<file path="src/rtl/filter_in.sv">
// filter_in: AXI4-Stream ingress stage for the Sobel pipeline.
// Unpacks pixel words, buffers them through a two-entry skid buffer with a
// registered TREADY, and tags start-of-line / framing errors from a line counter.
module filter_in #(
    parameter int PIXEL       = 3,
    parameter int MEMORYWIDTH = 8,
    parameter int DATAWIDTH   = 32,
    parameter int LINE_WORDS  = 640
) (
    input  logic                         clk,
    input  logic                         ARESETN,
    input  logic [DATAWIDTH-1:0]         S_AXIS_TDATA,
    input  logic                         S_AXIS_TVALID,
    output logic                         S_AXIS_TREADY,
    input  logic                         S_AXIS_TLAST,
    output logic [MEMORYWIDTH*PIXEL-1:0] packed_pix,
    output logic                         o_strobe,
    input  logic                         i_busy,
    output logic                         out_tlast,
    output logic                         out_sol,
    output logic                         o_len_err
);

    localparam int PW = MEMORYWIDTH * PIXEL;
    localparam int CW = $clog2(LINE_WORDS);
    localparam logic [CW-1:0] LAST_IDX = CW'(LINE_WORDS - 1);

    // Output register (presented word)
    logic [PW-1:0] outData_q, outData_d;
    logic          outLast_q, outLast_d;
    logic          outSol_q,  outSol_d;
    logic          outValid_q, outValid_d;

    // Skid register (word caught while the output is stalled)
    logic [PW-1:0] skData_q, skData_d;
    logic          skLast_q, skLast_d;
    logic          skSol_q,  skSol_d;
    logic          skValid_q, skValid_d;

    logic          ready_q, ready_d;
    logic [CW-1:0] wcnt_q, wcnt_d;
    logic          lenErr_q, lenErr_d;

    logic [PW-1:0] inPix;
    logic          inSol;
    logic          accept;
    logic          outFree;
    logic          atLineEnd;
    logic          unusedBits;

    // Pixel k lives one byte-slot above its output position, so the whole
    // payload is one contiguous slice starting just past the dropped low byte.
    assign inPix      = S_AXIS_TDATA[MEMORYWIDTH +: PW];
    assign unusedBits = ^S_AXIS_TDATA;
    assign inSol      = (wcnt_q == '0);
    assign atLineEnd  = (wcnt_q == LAST_IDX);
    assign accept     = S_AXIS_TVALID && ready_q;
    assign outFree    = !outValid_q || !i_busy;

    // Next state: refill OUT from SK first (keeps order), otherwise from the
    // input; catch the input in SK when OUT is stalled; advance the line counter.
    always_comb begin
        outData_d  = outData_q;
        outLast_d  = outLast_q;
        outSol_d   = outSol_q;
        outValid_d = outValid_q;
        skData_d   = skData_q;
        skLast_d   = skLast_q;
        skSol_d    = skSol_q;
        skValid_d  = skValid_q;
        wcnt_d     = wcnt_q;
        lenErr_d   = lenErr_q;

        if (outFree) begin
            if (skValid_q) begin
                outData_d  = skData_q;
                outLast_d  = skLast_q;
                outSol_d   = skSol_q;
                outValid_d = 1'b1;
                skValid_d  = 1'b0;
            end else if (accept) begin
                outData_d  = inPix;
                outLast_d  = S_AXIS_TLAST;
                outSol_d   = inSol;
                outValid_d = 1'b1;
            end else begin
                outValid_d = 1'b0;
            end
        end else if (accept) begin
            skData_d  = inPix;
            skLast_d  = S_AXIS_TLAST;
            skSol_d   = inSol;
            skValid_d = 1'b1;
        end

        if (accept) begin
            if (S_AXIS_TLAST || atLineEnd) begin
                wcnt_d = '0;
                if (S_AXIS_TLAST != atLineEnd) begin
                    lenErr_d = 1'b1;
                end
            end else begin
                wcnt_d = wcnt_q + CW'(1);
            end
        end

        ready_d = !skValid_d;
    end

    // State registers, cleared asynchronously while ARESETN is low
    always_ff @(posedge clk or negedge ARESETN) begin
        if (!ARESETN) begin
            outData_q  <= '0;
            outLast_q  <= 1'b0;
            outSol_q   <= 1'b0;
            outValid_q <= 1'b0;
            skData_q   <= '0;
            skLast_q   <= 1'b0;
            skSol_q    <= 1'b0;
            skValid_q  <= 1'b0;
            ready_q    <= 1'b0;
            wcnt_q     <= '0;
            lenErr_q   <= 1'b0;
        end else begin
            outData_q  <= outData_d;
            outLast_q  <= outLast_d;
            outSol_q   <= outSol_d;
            outValid_q <= outValid_d;
            skData_q   <= skData_d;
            skLast_q   <= skLast_d;
            skSol_q    <= skSol_d;
            skValid_q  <= skValid_d;
            ready_q    <= ready_d;
            wcnt_q     <= wcnt_d;
            lenErr_q   <= lenErr_d;
        end
    end

    assign S_AXIS_TREADY = ready_q;
    assign packed_pix    = outData_q;
    assign o_strobe      = outValid_q;
    assign out_tlast     = outLast_q;
    assign out_sol       = outSol_q;
    assign o_len_err     = lenErr_q;

endmodule
</file>
<file path="config.mk">
export PLATFORM = sky130hd
export DESIGN_NAME = filter_in
export DESIGN_NICKNAME = d
export VERILOG_FILES = /design/src/rtl/filter_in.sv
export SDC_FILE = /design/constraint.sdc
export NUM_CORES = 1
export LEC_CHECK = 0
export BUFFER_PORTS_ARGS = -buffer_cell sky130_fd_sc_hd__buf_2
export CORE_AREA = 2 2 83 85
export DETAILED_ROUTE_END_ITERATION = 6
export DIE_AREA = 0 0 85 87
export GPL_TIMING_DRIVEN = 0
export PLACE_DENSITY = 0.76
export SYNTH_ARGS = -nofsm -noshare
export SYNTH_HDL_FRONTEND = slang
export SYNTH_SLANG_ARGS = --single-unit
</file>
<file path="constraint.sdc">
create_clock -name clk -period 1.4 [get_ports clk]
set_input_delay 0.28 -clock clk [delete_from_list [all_inputs] [get_ports clk]]
set_output_delay 0.28 -clock clk [all_outputs]
set_load 0.01 [all_outputs]
</file>
# Word-level counts from Yosys, hierarchy flattened
# Index checks and enable logic that the tools add are counted.
# op_classes
n_addsub,1
shift,0
div,0
order_cmp,0
n_eq_ne,2
mul,0
n_mux,11
n_reduce_logical,11
bitwise_logic,1
# ops
op,count
24-bit two-way mux,2
10-bit by 1-bit adder with 10-bit output (second input constant),1
10-bit == test (second input constant),1
10-bit logical NOT,1
10-bit two-way mux,1
1-bit two-way mux,8
2-bit AND reduction,2
1-bit logical NOT,3
3-bit AND reduction,1
1-bit logical OR,2
2-bit nonzero test,1
1-bit logical AND,1
1-bit inequality test,1
1-bit NOT,1
# totals
rom_bits,0
latch_bits,0
output_inout_bits,29
input_bits,37
mem_count,0
elab_cells,37
ramBits,0
ff_bits,66

# Longest topological paths before layout
# logic_depth
word_depth,4
mapped_depth,7
ltp_nobuf,7

# Worst setup path after synthesis
# OpenSTA, ideal clock, no wires.
# synth_timing
path_kind,flip-flop to flip-flop
start,reg wcnt_q[0]
end,reg wcnt_q[8]
setup_ns,0.069
synth_period_minus_slack_ns,1.493
slack_ns,-0.093
path_buffers,0
required_time_ns,1.331
t_arrival_ns,1.424
stages_incl_launch_ff,7
path_cell_list,dfrtp_1 ha_1 nand4_1 ha_1 nand3_1 or4_1 nand3_1
# synth_via
elab_chain_len,3
word_cells_on_any_way,4
cone_classes,add/sub (1); eq/ne (1); mux (1); reduce/logical (1)
# synth_rtl
element,line_no,source
"start, declared",41,"logic [CW-1:0] wcnt_q, wcnt_d;"
"start signal, assigned",134,wcnt_q <= wcnt_d;
branches (longest 2 deep; another with 10-bit by 1-bit adder with 10-bit output),--,
10-bit two-way mux (*),97,if (S_AXIS_TLAST || atLineEnd) begin
# Every way passes the cells marked *.
# A chain may end at the register's enable or synchronous reset.

# Final worst setup path
# layout_timing
start,reg wcnt_q[4]
end,reg wcnt_q[8]
# The elaborated chain is that of the path after synthesis.

==> results <==
- The flow ran to the end, but the final reports show violations.
- The checks that failed: negative setup slack.
- Counting distinct cell types in the post-synthesis netlist gives 37.
- In this run the worst setup path begins at wcnt_q[4].
- Dividing the detail-routed wire length by the instance count gives 17.2 um.
- The sequential fraction of the synthesis area is 53.8%.
- In the post-synthesis netlist, the biggest area contributors are sky130_fd_sc_hd__dfrtp_1, sky130_fd_sc_hd__mux2_2, sky130_fd_sc_hd__mux2_4.
- Setup repair after global routing could not meet its margin everywhere.
- The region available for standard cell placement spans 0.00657 mm2.
- The number of register bits inferred by synthesis is 66.
- In the layout the commonest cells are sky130_fd_sc_hd__dfrtp_1, sky130_fd_sc_hd__buf_2, sky130_fd_sc_hd__mux2_2.
- Once detailed placement completed, the half-perimeter wirelength came to 4650 um.
- The total count of hold-check failures in the final report was 0.
- The number of hold buffers added after CTS was 0.
- Counting every net in the synthesized netlist gives 282.
- In the post-route analysis, the smallest setup slack over all paths is -255 ps.
- The TritonCTS buffer count is 9.
- For this design, the slowest cell found on the critical path is sky130_fd_sc_hd__dfrtp_2.
- In this run the worst hold path is classified as primary input to asynchronous set/reset pin.
- After the first detailed-routing iteration, the DRC count stood at 113.
- The pre-antenna-repair detailed-routing pass consisted of 4 iterations.
- The number of global-route vias before repair is 2273.
- Counting every sink on the clock net gives 66.
- The static power due to leakage is 0.00175 uW.
- The weighted congestion at the end of routability-driven global placement is 0.886.
- The count of buffers inserted at the top-level ports is 56.
- The number of endpoints failing setup at the final stage is 10.
- The top-level port count is 66.
- The post-layout minimum cycle time is 1650 ps.
- The area of the mapped netlist is 0.00307 mm2.
- Across all layers, the routed design uses 2258 vias.
- IR analysis of the VDD net gives a maximum drop of 0.000791 V.
- Counting along the longest clock path gives a buffer depth of 2.
- The die height is 87 um.
- The effective utilization at floorplan is 46.8%.
- Summed over all layers, the routed wires come to 7050 um.
- The Yosys step of the flow raised 0 warnings.
- The proportion of synthesized flip-flops having asynchronous set or reset is 100%.
- The count of pins over their slew limit came to 0.
- The post-route total power is 5610 uW.
- The share of the synthesized area in the top cell type is 53.8%.
- The worst setup path is captured at a flop.
- Global routing consumed, over all layers together, 20.3% of the routing resources.
- Measured against its own limit, the worst slew margin works out to 44.8%.
- Entering global routing, the biggest net connects 67 pins.
- The cell area after placement is 0.00347 mm2.
- Max-cap violations in this run came to 0.
- The post-route clock period utilization is 118%.
- The critical path is of the flop to flop type.
- The kind of cell adding the most delay to the critical path is simple AND/OR/NAND/NOR gates.
- 0 antenna diodes ended up in the layout.
- The post-detailed-route via-to-cell ratio is 5.49.
- The final instance area is 0.00388 mm2.
- The power per cell area is 1450 mW/mm2.
- The total number of placement rows is 30.
- The die width is 85 um.
- The global-route wire length before repair is 11400 um.
- The number of H-tree levels is 3.
- The post-route netlist has 52.0% of its cells at a drive strength greater than 1.
- The maximum operating frequency is 604 MHz.
- TritonCTS built the clock tree.
- STA puts the critical path data arrival time at 1930 ps.
- For the pin with the worst max-slew slack, the measured transition is 828 ps.
- The final-stage net count is 367.
- For this run, the leading register cell type out of synthesis is sky130_fd_sc_hd__dfrtp_1.
- The DRC violations left is 0.
- Among the stages of the critical path, the cell type that occurs most often is sky130_fd_sc_hd__nand3_2.
- The number of cells produced by synthesis is 241.
- Summed over all layers, the global routing overflow is 0.
- After clock tree synthesis, the clock-pin slew on the worst setup and hold paths is 70 ps.
- The mean instance size in the synthesized netlist is 12.7 um2.
- The required arrival time at the worst endpoint is 1670 ps.
- The number of antenna violations at the first check in global routing is 0.
- Along the worst path, the maximum fanout reaches 5.
- From synthesis to final layout, the design area changed by 26.2%.
- The number of synthesized flops with an enable pin is 0.
- The number of nets with antenna violations after detailed routing is 0.
- The root buffer cell chosen for the clock tree is sky130_fd_sc_hd__clkbuf_8.
- The launching element type of the critical path is a flop.
- The delay of the slowest cell on the worst path is 450 ps.
- The synthesized design spends more area on one cell type than any other, namely sky130_fd_sc_hd__dfrtp_1.
- The signal on the critical path passes through nand3_4 > nor2_2 > nand4_1 > ha_2 > nand3_2 > or4_4 > nand3_2.
- The most frequent standard cell in the layout excluding fill and tap cells is sky130_fd_sc_hd__dfrtp_1.
- The die covers 0.00740 mm2.
- For the worst-skew pair, the clock arrives at the later sink with an insertion delay of 330 ps.
- The number of buffers and inverters on the critical path is 0.
- The final worst clock skew is 6.49 ps.
- In this run the critical register-to-register path is launched from wcnt_q[4].
==> final timing paths <==
kind	cells past startpoint	slack [ps]	endpoint
max	7	-250	wcnt_q[8]
min	1	50	skData_q[8]
max reg2reg	7	-250	wcnt_q[8]
min reg2reg	1	460	o_len_err
max in group asynchronous	1	770	wcnt_q[5]
min in group clk	2	190	skData_q[6]
==> synth_stat cells, types with 2 or more instances <==
cell type	n
sky130_fd_sc_hd__buf_4	4
sky130_fd_sc_hd__nand4_1	2
sky130_fd_sc_hd__mux2_2	29
sky130_fd_sc_hd__inv_1	6
sky130_fd_sc_hd__a21oi_1	34
sky130_fd_sc_hd__mux2i_1	15
sky130_fd_sc_hd__nand2_1	12
sky130_fd_sc_hd__or4_1	3
sky130_fd_sc_hd__nor2_1	4
sky130_fd_sc_hd__or3_1	2
sky130_fd_sc_hd__mux2_4	16
sky130_fd_sc_hd__nand3_1	8
sky130_fd_sc_hd__a21o_1	2
sky130_fd_sc_hd__nand3b_1	2
sky130_fd_sc_hd__o21ai_0	6
sky130_fd_sc_hd__o31ai_1	2
sky130_fd_sc_hd__buf_6	3
sky130_fd_sc_hd__ha_1	4
sky130_fd_sc_hd__dfrtp_1	66
sky130_fd_sc_hd__buf_2	4
==> timing repair <==
action                     in CTS  in global routing
resized for setup               8                 24
setup endpoints to repair      44                 32
buffers inserted                7                 10
gates cloned                    0                  1
pin swaps                       3                  7
==> routing by layer <==
| metal | vias up | GRT usage, % | part of all wire, % |
|---|---|---|---|
| met4 | 0 | 8.37 | 2.0 |
| met2 | 70 | 33.4 | 52 |
| met3 | 10 | 4.27 | 4.1 |
| met1 | 1136 | 26.1 | 42 |
| li1 | 1042 | - | - |
| met5 | - | 0 | 0 |
==> metrics by stage <==
stage | util, % | worst slack, ps | instances | hold slack (ps) | setup TNS [ps]
2_1_floorplan | - | -54.4 | 241 | -15.6 | -60.7
3_3_place_gp | 52.8 | -253 | 377 | 444 | -19410
3_5_place_dp | 52.8 | -216 | 377 | 440 | -4310
4_1_cts | 56.5 | -223 | 400 | 79.7 | -1170
5_1_grt | 59.0 | -302 | 411 | 102 | -2940
6_report | 59.0 | -255 | 411 | 46.2 | -1490
==> power by group <==
part	internal, uW	total, uW	switching, uW
Sequential	2390	2660	274
Combinational	840	1570	732
Clock	685	1370	689
==> final cells by class <==
cell class              count  area (um2)
plain buffers              12         113
clock buffers              13         149
clock inverters             3        15.0
fillers                   521        2690
inverters                   6        22.5
multi-input cells         157        1390
flip-flops and latches     66        1660
well taps                  80         100
repair buffers             74         425
==> cell families (layout without fill, tap and decap cells) <==
| group | after synthesis | after routing | synth area share [%] |
|---|---|---|---|
| fa+ha+maj | 4 | 4 | 1.63 |
| mux | 61 | 61 | 23.7 |
| simple gates | 42 | 42 | 7.90 |
| flops | 66 | 66 | 53.8 |
| buf+inv | 18 | 108 | 3.58 |
| xor+xnor | 1 | 1 | 0.285 |
| compound gates | 49 | 49 | 9.12 |
(Power assumes the default switching activity.)
